<file path="config.mk">
export PLATFORM = sky130hd
export DESIGN_NAME = cpu_readback
export DESIGN_NICKNAME = d
export VERILOG_FILES = /design/src/rtl/cpu_readback_pkg.sv /design/src/rtl/cpu_readback_word_mux.sv /design/src/rtl/cpu_readback.sv
export SDC_FILE = /design/constraint.sdc
export NUM_CORES = 1
export LEC_CHECK = 0
export ABC_AREA = 1
export BUFFER_PORTS_ARGS = -buffer_cell sky130_fd_sc_hd__buf_4
export CORE_MARGIN = 3
export CORE_UTILIZATION = 50
export CTS_BUF_LIST = sky130_fd_sc_hd__clkbuf_4 sky130_fd_sc_hd__clkbuf_8
export DETAILED_ROUTE_END_ITERATION = 8
export PLACE_DENSITY = 0.83
export SLEW_MARGIN = 20
export SYNTH_ARGS = -nofsm -noshare
export SYNTH_HDL_FRONTEND = slang
export SYNTH_SLANG_ARGS = --single-unit
</file>
<file path="constraint.sdc">
create_clock -name CLK -period 4.3 [get_ports CLK]
set_input_delay 0.645 -clock CLK [delete_from_list [all_inputs] [get_ports CLK]]
set_output_delay 0.645 -clock CLK [all_outputs]
set_load 0.01 [all_outputs]
</file>
<file path="src/rtl/cpu_readback_pkg.sv">
// -----------------------------------------------------------------------------
// cpu_readback_pkg
// Shared definitions for the CPU read responder: the FSM state encoding, the
// controller-region address map for the internal status words, and the BRAM
// select code that the responder serves.
// -----------------------------------------------------------------------------
package cpu_readback_pkg;

  typedef enum logic [1:0] {
    ST_IDLE    = 2'd0,
    ST_FETCH   = 2'd1,
    ST_CAPTURE = 2'd2,
    ST_DRIVE   = 2'd3
  } state_t;

  // SYS_TIME is exposed as four consecutive words, least significant first.
  localparam logic [13:0] ADDR_SYS_TIME0 = 14'h0F0;
  localparam logic [13:0] ADDR_SYS_TIME1 = 14'h0F1;
  localparam logic [13:0] ADDR_SYS_TIME2 = 14'h0F2;
  localparam logic [13:0] ADDR_SYS_TIME3 = 14'h0F3;
  localparam logic [13:0] ADDR_VERSION   = 14'h0FC;
  localparam logic [13:0] ADDR_STATUS    = 14'h0FD;
  localparam logic [13:0] ADDR_RD_CNT    = 14'h0FE;

  localparam logic [1:0]  BRAM_SELECT_CONTROLLER = 2'b00;

endpackage

</file>
<file path="src/rtl/cpu_readback_word_mux.sv">
// -----------------------------------------------------------------------------
// readback_word_mux
// Registered address-to-word mux for the read responder. On i_load the word
// selected by i_addr is captured into o_data and held until the next load.
//
// Optional feature (macro READBACK_SNAPSHOT_EN): a load of the first SYS_TIME
// word also snapshots the upper 48 bits of SYS_TIME, so the three follow-up
// word reads return a value coherent with the first one. Without the macro
// every SYS_TIME word is taken live and no snapshot register exists.
//
// Ports
//   CLK, RST      clock, synchronous active-high reset
//   i_load        capture the selected word this cycle
//   i_is_reg      i_addr falls in the register-file range
//   i_addr        latched word address
//   i_reg_data    register-file read data
//   i_sys_time    system time
//   i_thermo      thermal input
//   i_force_fan   fan-force state
//   i_rd_cnt      current read counter (value before this read's increment)
//   o_data        registered read word
// -----------------------------------------------------------------------------
module readback_word_mux
  import cpu_readback_pkg::*;
#(
  parameter logic [15:0] VERSION = 16'h0080
) (
  input  logic        CLK,
  input  logic        RST,
  input  logic        i_load,
  input  logic        i_is_reg,
  input  logic [13:0] i_addr,
  input  logic [15:0] i_reg_data,
  input  logic [63:0] i_sys_time,
  input  logic        i_thermo,
  input  logic        i_force_fan,
  input  logic [15:0] i_rd_cnt,
  output logic [15:0] o_data
);

  logic [63:0] w_time;
  logic [15:0] w_word;

`ifdef READBACK_SNAPSHOT_EN
  // The low word leaves immediately through o_data, so only the upper three
  // words need to be held for the follow-up reads.
  logic [47:0] r_snap;

  always_ff @(posedge CLK) begin
    if (RST) begin
      r_snap <= '0;
    end else if (i_load && (i_addr == ADDR_SYS_TIME0)) begin
      r_snap <= i_sys_time[63:16];
    end
  end

  assign w_time = {r_snap, i_sys_time[15:0]};
`else
  assign w_time = i_sys_time;
`endif

  // NOTE: w_word is given a default before any branch so no path leaves it
  // unassigned; otherwise synthesis would infer a latch.
  always_comb begin
    w_word = 16'h0000;
    if (i_is_reg) begin
      w_word = i_reg_data;
    end else begin
      case (i_addr)
        ADDR_SYS_TIME0: w_word = w_time[15:0];
        ADDR_SYS_TIME1: w_word = w_time[31:16];
        ADDR_SYS_TIME2: w_word = w_time[47:32];
        ADDR_SYS_TIME3: w_word = w_time[63:48];
        ADDR_VERSION:   w_word = VERSION;
        ADDR_STATUS:    w_word = {14'b0, i_force_fan, i_thermo};
        ADDR_RD_CNT:    w_word = i_rd_cnt;
        default:        w_word = 16'h0000;
      endcase
    end
  end

  // NOTE: state is updated with non-blocking assignments so every register
  // samples the pre-edge values of its inputs, independent of block order.
  always_ff @(posedge CLK) begin
    if (RST) begin
      o_data <= 16'h0000;
    end else if (i_load) begin
      o_data <= w_word;
    end
  end

endmodule

</file>
<file path="src/rtl/cpu_readback.sv">
// -----------------------------------------------------------------------------
// cpu_readback
// CPU-bus read responder for the controller region. A qualified read cycle is
// answered three cycles later with DATA_OE high and DATA_OUT stable, whatever
// the address: register-file addresses are fetched through REG_RE/REG_ADDR,
// the rest come from internal status words. Dropping BUS_RD or BUS_EN before
// the data phase aborts the read without driving the bus.
//
// Optional feature: define READBACK_SNAPSHOT_EN for a coherent 64-bit
// SYS_TIME snapshot taken when word 0 is read.
//
// Ports
//   CLK, RST              CPU bus clock, synchronous active-high reset
//   BUS_EN/RD/WE/RDWR     chip-select and strobes, all active-high
//   BUS_SELECT, BUS_ADDR  BRAM select and word address
//   REG_RE, REG_ADDR      register-file read port
//   REG_DATA              register-file data, one cycle after REG_RE
//   SYS_TIME, THERMO, FORCE_FAN  status sources
//   DATA_OUT, DATA_OE     read data and CPU_DATA drive enable
// -----------------------------------------------------------------------------
module cpu_readback
  import cpu_readback_pkg::*;
#(
  parameter int          NUM_REGS = 64,
  parameter logic [15:0] VERSION  = 16'h0080
) (
  input  logic        CLK,
  input  logic        RST,
  input  logic        BUS_EN,
  input  logic        BUS_RD,
  input  logic        BUS_WE,
  input  logic        BUS_RDWR,
  input  logic [1:0]  BUS_SELECT,
  input  logic [13:0] BUS_ADDR,
  output logic        REG_RE,
  output logic [7:0]  REG_ADDR,
  input  logic [15:0] REG_DATA,
  input  logic [63:0] SYS_TIME,
  input  logic        THERMO,
  input  logic        FORCE_FAN,
  output logic [15:0] DATA_OUT,
  output logic        DATA_OE
);

  localparam logic [13:0] LP_NUM_REGS = 14'(NUM_REGS);

  state_t      r_state;
  state_t      w_next;
  logic [13:0] r_addr;
  logic [15:0] r_rd_cnt;
  logic        w_req;
  logic        w_hold;
  logic        w_is_reg;
  logic        w_load;

  // A write strobe alongside the read condition means the write path owns
  // the cycle, so the responder stays out of it.
  assign w_req = BUS_EN & BUS_RD & BUS_RDWR & ~BUS_WE &
                 (BUS_SELECT == BRAM_SELECT_CONTROLLER);
  assign w_hold   = BUS_EN & BUS_RD;
  assign w_is_reg = (r_addr < LP_NUM_REGS);

  always_comb begin
    w_next   = r_state;
    REG_RE   = 1'b0;
    REG_ADDR = 8'h00;
    DATA_OE  = 1'b0;
    w_load   = 1'b0;
    case (r_state)
      ST_IDLE: begin
        if (w_req) w_next = ST_FETCH;
      end
      ST_FETCH: begin
        REG_RE   = w_is_reg;
        REG_ADDR = w_is_reg ? r_addr[7:0] : 8'h00;
        w_next   = w_hold ? ST_CAPTURE : ST_IDLE;
      end
      ST_CAPTURE: begin
        // Capture and count only when the read really goes on to DRIVE.
        if (w_hold) begin
          w_load = 1'b1;
          w_next = ST_DRIVE;
        end else begin
          w_next = ST_IDLE;
        end
      end
      ST_DRIVE: begin
        DATA_OE = 1'b1;
        w_next  = w_hold ? ST_DRIVE : ST_IDLE;
      end
      default: w_next = ST_IDLE;
    endcase
  end

  always_ff @(posedge CLK) begin
    if (RST) begin
      r_state  <= ST_IDLE;
      r_addr   <= '0;
      r_rd_cnt <= '0;
    end else begin
      r_state <= w_next;
      if ((r_state == ST_IDLE) && w_req) r_addr <= BUS_ADDR;
      // The mux samples r_rd_cnt on the same edge, so a counter read
      // returns the value before its own increment.
      if (w_load) r_rd_cnt <= r_rd_cnt + 16'd1;
    end
  end

  readback_word_mux #(
    .VERSION (VERSION)
  ) u_word_mux (
    .CLK         (CLK),
    .RST         (RST),
    .i_load      (w_load),
    .i_is_reg    (w_is_reg),
    .i_addr      (r_addr),
    .i_reg_data  (REG_DATA),
    .i_sys_time  (SYS_TIME),
    .i_thermo    (THERMO),
    .i_force_fan (FORCE_FAN),
    .i_rd_cnt    (r_rd_cnt),
    .o_data      (DATA_OUT)
  );

endmodule

</file>
# == Word level (Yosys, flattened, before mapping) ==
# Cells that the tools add are included.
# classes
add_sub_neg,1
n_lt_le_gt_ge,1
n_eq_ne,11
muxes,12
n_bitwise,5
reduce_logical,4
# ops
cell,n
$pmux 16 s7,1
$eq 14x8->1 const B,7
$add 16x1->16 const B,1
$mux 16,1
$mux 8,2
$lt 14x7->1 const B,1
$mux 2,3
$pmux 2 s3,1
$and 1x1->1,4
$eq 2x2->1 const B,2
$logic_not 2->1,2
$mux 1,4
$eq 2x1->1 const B,1
$ne 2x2->1 const B,1
$reduce_or 2->1,1
$logic_and 1x1->1,1
$not 1->1,1
# word_totals
reg_bits,48
in_bits,104
output_inout_bits,26

# == Depth between registers and ports, before layout ==
# Gate-level depths: netlist of the first run.
# logic_depth
ltp_word,6
mapped_depth,11

# == By module ==
# From an unflattened synthesis of the first run, not the netlist that was laid out.
# hier_totals
hier_cells,554
hier_area_um2,3429.5
# by_module_without_submodules
module,instances,cells_per_inst,area_per_inst_um2,seq_area_each_um2
readback_word_mux,1,337,1944.4,320.3
cpu_readback,1,217,1485.2,640.6

# == Worst setup path after synthesis of the first run ==
# Ideal clock, no wire load.
# synth_path
path_type,register to output
startpoint,register r_addr[13]
endpoint,output REG_ADDR[0]
t_arrival_ps,1292
required_ps,3655
setup_slack_ps,2363
path_stages_with_launch,6
path_cell_list,dfxtp_1 > or2_4 > nor3_4 > buf_6 > nand3_4 > nor2_1
# synth_via
elab_chain_len,3
# synth_lines
item,line_no,rtl
"start, declared",cpu_readback.sv:49,logic [13:0] r_addr;
"start signal, assigned",cpu_readback.sv:98,r_addr <= '0;
"start signal, assigned",cpu_readback.sv:102,if ((r_state == ST_IDLE) && w_req) r_addr <= BUS_ADDR;
$lt 14x7->1,cpu_readback.sv:61,assign w_is_reg = (r_addr < LP_NUM_REGS);
$mux 8,cpu_readback.sv:75,REG_ADDR = w_is_reg ? r_addr[7:0] : 8'h00;
$mux 8,cpu_readback.sv:69,case (r_state)
"end, declared",cpu_readback.sv:36,"output logic [7:0] REG_ADDR,"
# Every way passes these cells.

# == Final worst setup path of the first run ==
# layout_path
startpoint,register r_addr[13]
endpoint,output REG_ADDR[2]
# The elaborated chain is that of the path after synthesis.

==> results of run 1 <==
-- Yosys cell counts --
| library cell | number | area share (%) |
|---|---|---|
| a21oi_1 | 35 | 5.6 |
| a31oi_1 | 1 | 0.20 |
| and2_1 | 2 | 0.40 |
| and2_4 | 1 | 0.28 |
| buf_2 | 9 | 1.4 |
| buf_4 | 9 | 2.2 |
| buf_6 | 4 | 1.4 |
| clkbuf_1 | 5 | 0.60 |
| conb_1 | 1 | 0.12 |
| dfxtp_1 | 48 | 31 |
| ha_1 | 1 | 0.40 |
| inv_1 | 48 | 5.8 |
| inv_2 | 4 | 0.48 |
| nand2_1 | 107 | 13 |
| nand2_4 | 1 | 0.36 |
| nand3_1 | 95 | 15 |
| nand3_4 | 1 | 0.56 |
| nand4_1 | 6 | 1.2 |
| nor2_1 | 87 | 10 |
| nor2_2 | 4 | 0.80 |
| nor2_4 | 4 | 1.4 |
| nor2_8 | 1 | 0.64 |
| nor3_1 | 5 | 0.80 |
| nor3_4 | 1 | 0.52 |
| nor3b_1 | 4 | 0.96 |
| o21a_1 | 1 | 0.24 |
| o21ai_0 | 18 | 2.9 |
| o21ai_1 | 3 | 0.48 |
| o21bai_1 | 1 | 0.24 |
| or2_4 | 1 | 0.28 |
| xnor2_1 | 1 | 0.28 |
-- layout by cell type (no fill, tap or decap), types with 5 or more instances in the layout --
cell type / Yosys / routed
nand4_1: 6 / 6
inv_1: 48 / 48
nand2_1: 107 / 107
nor3_1: 5 / 5
nor2_1: 87 / 87
clkbuf_8: 0 / 6
buf_4: 9 / 129
nand3_1: 95 / 95
o21ai_0: 18 / 18
a21oi_1: 35 / 35
dfxtp_1: 48 / 48
-- metrics by stage --
| step | cell area (sq um) | hold WS (ns) | setup WS (ns) | std cells |
|---|---|---|---|---|
| finish | 4110 | 0.477 | 1.57 | 695 |
| global route | 4110 | 0.496 | 1.41 | 695 |
| CTS | 4110 | 0.475 | 1.58 | 695 |
| detailed placement | 4010 | 0.461 | 1.92 | 687 |
| global placement | 4010 | 0.456 | 1.99 | 687 |
| floorplan | 3120 | 0.444 | 2.36 | 510 |
-- worst reg2reg max path: cells and delay by family, from the launching register on --
family / cells / cell delay [ns]
AND/OR/NAND/NOR: 7 / 1.63
flip-flops: 1 / 0.32
buffers and inverters: 1 / 0.05
-- final timing paths --
path | startpoint | to | slack [ns] | depth (start not counted)
max | r_addr[13]$_SDFFE_PP0P_ | REG_ADDR[2] | 1.57 | 5
min | r_addr[7]$_SDFFE_PP0P_ | r_addr[7]$_SDFFE_PP0P_ | 0.48 | 2
max reg2reg | r_addr[8]$_SDFFE_PP0P_ | u_word_mux.o_data[6]$_SDFFE_PP0P_ | 2.26 | 8
min reg2reg | r_addr[7]$_SDFFE_PP0P_ | r_addr[7]$_SDFFE_PP0P_ | 0.48 | 2
-- kinds of logic (layout without fill, tap and decap cells) --
group                    after synthesis  count (layout)
XOR/XNOR                               1               1
AND/OR/NAND/NOR                      320             320
flip-flops                            48              48
other                                  1               2
buffers and inverters                 79             189
AO/OA/AOI/OAI                         59              59
adder cells (fa/ha/maj)                1               1
-- metal layers --
metal	up-vias	track usage, %	routed length [um]
li1	1853	-	-
met1	1636	34.1	4060
met2	163	43.1	4520
met3	20	4.76	830
met4	0	6.62	186
met5	-	0	0
-- power by group --
group / switching, uW / leakage [uW] / internal (uW)
combinational: 49.2 / 0.00157 / 65.7
clock: 157 / 0.0000434 / 130
sequential: 1.28 / 0.000387 / 446
-- area by class of cell --
type / instances / area (sq um)
multi-input combinational: 383 / 1790
sequential: 48 / 961
inverter: 52 / 195
fill: 547 / 1880
clock buffer: 6 / 82.6
clock inverter: 2 / 15.0
timing repair buffer: 129 / 968
tap: 75 / 93.8
-- sequential cells by signal, summed over array words and instances (netlist names) --
register           count
r_state                2
r_addr                14
r_rd_cnt              16
u_word_mux.o_data     16
==> reports/qor.txt, run 1 <==
FF+latch count, synth: 48
Critical path fanouts, max: 17
Clock sink total: 48
Drt wl/cell: 13.8 um
Tot GR Track Use: 25.7%
Fin. Hold Viols: 0
XOR/XNOR share of the synthesized area: 0.281%
Avg Inst Size Synth: 6.13 sq um
CTS Buf Count: 5
Clk buf depth: 2
Synth cell types: 31
ANT nets after route: 0
TritonCTS clock tree: yes
Clock slew at reported path FFs: 0.09 ns
Post-CTS sizing: 0
Initial antenna violation count: 0
WS Path Type: reg -> out
Worst-Skew Late Latency: 0.31 ns
RSZ-0062 raised after global routing: false
Fmax: 366 MHz
Tot Pwr: 850 uW
GRT Residual Overflow: 0
Worst vdd rail ir drop: 0.188 mV
Worst Path Buf+Inv: 1
Total core area: 0.00599 sq mm
Drt first pass iters: 5
Post-synthesis simple-gate area fraction: 46.8%
Vias in the first global route: 3332
DR vias/cell: 5.28
Via count: 3672
Top delay family on crit path: simple AND/OR/NAND/NOR gates
Die X: 85 um
Die area: 0.00723 sq mm
Worst-margin pin slew: 0.882 ns
Main combinational cell family by area after synthesis: simple AND/OR/NAND/NOR gates
Mux cell area share after synthesis: 0%
Compound-cell area share of the yosys netlist: 9.66%
CP max-delay cell: nor3_4
# hold bufs at CTS: 0
Setup violations, final: 0
Skew final: 0.0110 ns
Share of cells above drive strength 1: 25.0%
Port buffer count: 127
Antenna cells: 0
Minimum clock period: 2.73 ns
H-tree depth: 2
Crit-path max cell delay: 0.68 ns
Die height: 85 um
Setup TNS: 0 ns
Nets: 724
Relative slew slack: 41.2%
YS warnings: 0
Crit path launch type: flip-flop
Mapped Area: 0.00312 sq mm
Max-slew violation count: 0
DRT Wirelength: 9.59 mm
Placer Congestion: 0.875
Global-route wire length before repair: 15.3 mm
Residual DRC count: 0
Post-CTS Setup Repair Bufs: 0
Final Util: 68.6%
Layout area overhead: 31.6%
Post-detail-place hpwl: 7.08 mm
Cell Chain, Critical Path: or2_4 -> nor3_4 -> nand3_4 -> nor2_1 -> buf_4
Setup crit end kind: output port
Leakage power: 0.00200 uW
Largest net degree at the start of global routing: 73
Num ports: 130
Critical Path AT: 2.09 ns
Rows: 28
Max_cap viols: 0
Initial Utilization: 52.1%
Sequential share of the synthesized area: 30.8%
Worst Path Required: 3.65 ns
Post-Synth Adder-Cell Area: 0.401%
Period utilization: 63.6%
Syn Inst Count: 509
Initial drt markers: 293
Root Buffer: clkbuf_8
Pwr Density: 207 mW/mm^2
Hold crit path type: reg -> reg
Status: finished clean
No activity file was read; power rests on OpenSTA's default activity.
==> run 2, diff against run 1 <==
- CORE_UTILIZATION: 50 -> 45
- PLACE_DENSITY: 0.83 -> 0.79
- clock period: 4.3 -> 2.4 ns (I/O delays scaled with it)
==> run 2 against run 1 <==
Global-route usage shrank 1.3 points; routed wire length grew 3.5%; die area grew 10%; first-iteration DRC count decreased by 12%; hold slack got worse by 0.17 ns; combinational power rose by 89%; final cell count up 0.86%; clock power increased by 110%; via count rose by 1.9%.
==> reports/qor.txt, run 2 (synthesized netlist as in run 1, its figures left out) <==
Status: finished clean
ANT nets after route: 0 (unchanged)
Residual DRC count: 0 (unchanged)
Leading cell type in the layout, fill and taps excluded: buf_4
Critical Path AT: 1.53 ns (-0.56 ns)
Fin. Hold Viols: 0 (unchanged)
Internal power: 1250 uW (+94%)
Placed cell count: 693 (+0.87%)
Post-detail-place hpwl: 7.57 mm (+6.9%)
Via count: 3742 (+1.9%)
Period utilization: 78.7%
Pwr Density: 391 mW/mm^2 (+89%)
Worst vdd rail ir drop: 0.248 mV (+32%)
Critical path fanouts, max: 7 (-10)
Final cell count without fillers: 701 (+0.86%)
CTS Buf Count: 5 (unchanged)
Met3 Wirelength: 808 um (-2.7%)
Seq pwr share: 49.2% (-3.4 points)
GRT Residual Overflow: 0 (unchanged)
Worst-Skew Late Latency: 0.31 ns (about the same)
Sw Share: 23.5% (-0.93 points)
Clk buf depth: 2 (unchanged)
Crit path launch type: flip-flop
Post-CTS sizing: 0 (unchanged)
Num ports: 130 (unchanged)
Placer Congestion: 0.887 (+1.3%)
Tot GR Track Use: 24.4% (-1.3 points)
Top layer in use: met4
Combinational power share: 13.3% (-0.2 points)
Worst Path Required: 2.04 ns (-1.61 ns)
Largest net degree at the start of global routing: 32 (-56%)
Layout area overhead: 33.5%
Drt first pass iters: 5 (unchanged)
Final Util: 63.8% (-4.8 points)
Met2 wire len: 4.66 mm (+3.1%)
Leakage power: 0.00204 uW (+2.0%)
FILL cells: 629 (+15%)
Clock sink total: 48 (unchanged)
Largest registers: r_rd_cnt (16), u_word_mux.o_data (16), r_addr (14)
Setup crit end kind: output port
Drt wl/cell: 14.2 um (+2.6%)
Max-slew violation count: 0 (unchanged)
Fmax: 529 MHz
Share of cells above drive strength 1: 25.5% (+0.48 points)
Total core area: 0.00653 sq mm (+9.0%)
Port buffer count: 127 (unchanged)
Rows: 29 (+3.6%)
Die area: 0.00797 sq mm (+10%)
DRT Wirelength: 9.93 mm (+3.5%)
Global-route wire length before repair: 15.4 mm (+0.54%)
RSZ-0062 raised after global routing: false
Root Buffer: clkbuf_8
Nets: 728 (+0.55%)
Initial Utilization: 47.8% (-4.3 points)
H-tree depth: 2 (unchanged)
Die X: 89.3 um (+5.0%)
Post-CTS Setup Repair Bufs: 0 (unchanged)
Clock power frac: 37.5% (+3.6 points)
Post-route met1 wirelength: 4.25 mm (+4.8%)
DR vias/cell: 5.34 (+1.0%)
Setup TNS: 0 ns (unchanged)
# hold bufs at CTS: 0 (unchanged)
Clock slew at reported path FFs: 0.09 ns (about the same)
Hold crit path type: in -> reg
Worst-margin pin slew: 0.644 ns (-0.238 ns)
Relative slew slack: 57.0% (+16 points)
Initial drt markers: 257 (-12%)
Minimum clock period: 1.89 ns
Antenna cells: 0 (unchanged)
Die height: 89.3 um (+5.0%)
Vias in the first global route: 3395 (+1.9%)
Max_cap viols: 0 (unchanged)
Skew final: 0.0127 ns (+0.00169 ns)
Initial antenna violation count: 0 (unchanged)
Setup violations, final: 0 (unchanged)
Switching component of the power: 384 uW (+84%)
Most frequent cells in the layout: 132 x buf_4, 107 x nand2_1, 95 x nand3_1
WS Path Type: reg -> out
TritonCTS clock tree: yes
## run 2: cell types whose count changed in the layout (fill, tap and decap cells not counted), sizes merged
cell      before  now
bufinv         0    1
clkinvlp       2    0
clkinv         0    1
buf          129  133
## run 2: critical path, stage by stage (launching register included)
cell	delay [ns]
dfxtp_1	0.32
or2_4	0.28
nor3_4	0.22
nand3_4	0.14
nor2_1	0.13
buf_4	0.13
## run 2: area by class of cell
| type | instances | area (sq um) | share of cell area [%] |
|---|---|---|---|
| Multi-Input combinational cell | 383 | 1790 | 43.0 |
| Timing Repair Buffer | 133 | 1010 | 24.3 |
| Sequential cell | 48 | 961 | 23.1 |
| Inverter | 52 | 195 | 4.68 |
| Tap cell | 77 | 96.3 | 2.31 |
| Clock buffer | 6 | 76.3 | 1.83 |
| Clock inverter | 2 | 35.0 | 0.841 |
## run 2: stage by stage
step	hold slack, ns	power [uW]	instance area (sq um)	setup WS, ns
finish	0.306	1630	4170	0.510
global route	0.316	1680	4170	0.379
CTS	0.312	1630	4170	0.495
detailed placement	0.463	1040	4060	0.720
global placement	0.457	1030	4060	0.773
floorplan	0.444	891	3120	0.748
## run 2: final timing paths
| check | start | end | slack [ns] | depth (start not counted) |
|---|---|---|---|---|
| worst max-delay path | r_addr[13]$_SDFFE_PP0P_ | REG_ADDR[1] | 0.51 | 5 |
| worst min-delay path | BUS_ADDR[11] | r_addr[11]$_SDFFE_PP0P_ | 0.31 | 3 |
| worst max register to register | r_addr[8]$_SDFFE_PP0P_ | u_word_mux.o_data[5]$_SDFFE_PP0P_ | 0.68 | 10 |
| worst min register to register | r_addr[6]$_SDFFE_PP0P_ | r_addr[6]$_SDFFE_PP0P_ | 0.47 | 2 |
## run 2: power groups by stage
stage | registers, uW | logic, uW | clock network (uW)
finish | 801 | 217 | 611
global route | 802 | 234 | 648
CTS | 801 | 217 | 611
detailed placement | 820 | 216 | 0
global placement | 820 | 214 | 0
floorplan | 820 | 71.9 | 0
## run 2: layer usage
metal  up-vias  global-route usage (%)
met2       165                    40.7
met4         0                    8.53
met3        18                    3.78
li1       1857                       -
met1      1702                    32.0
met5         -                       0
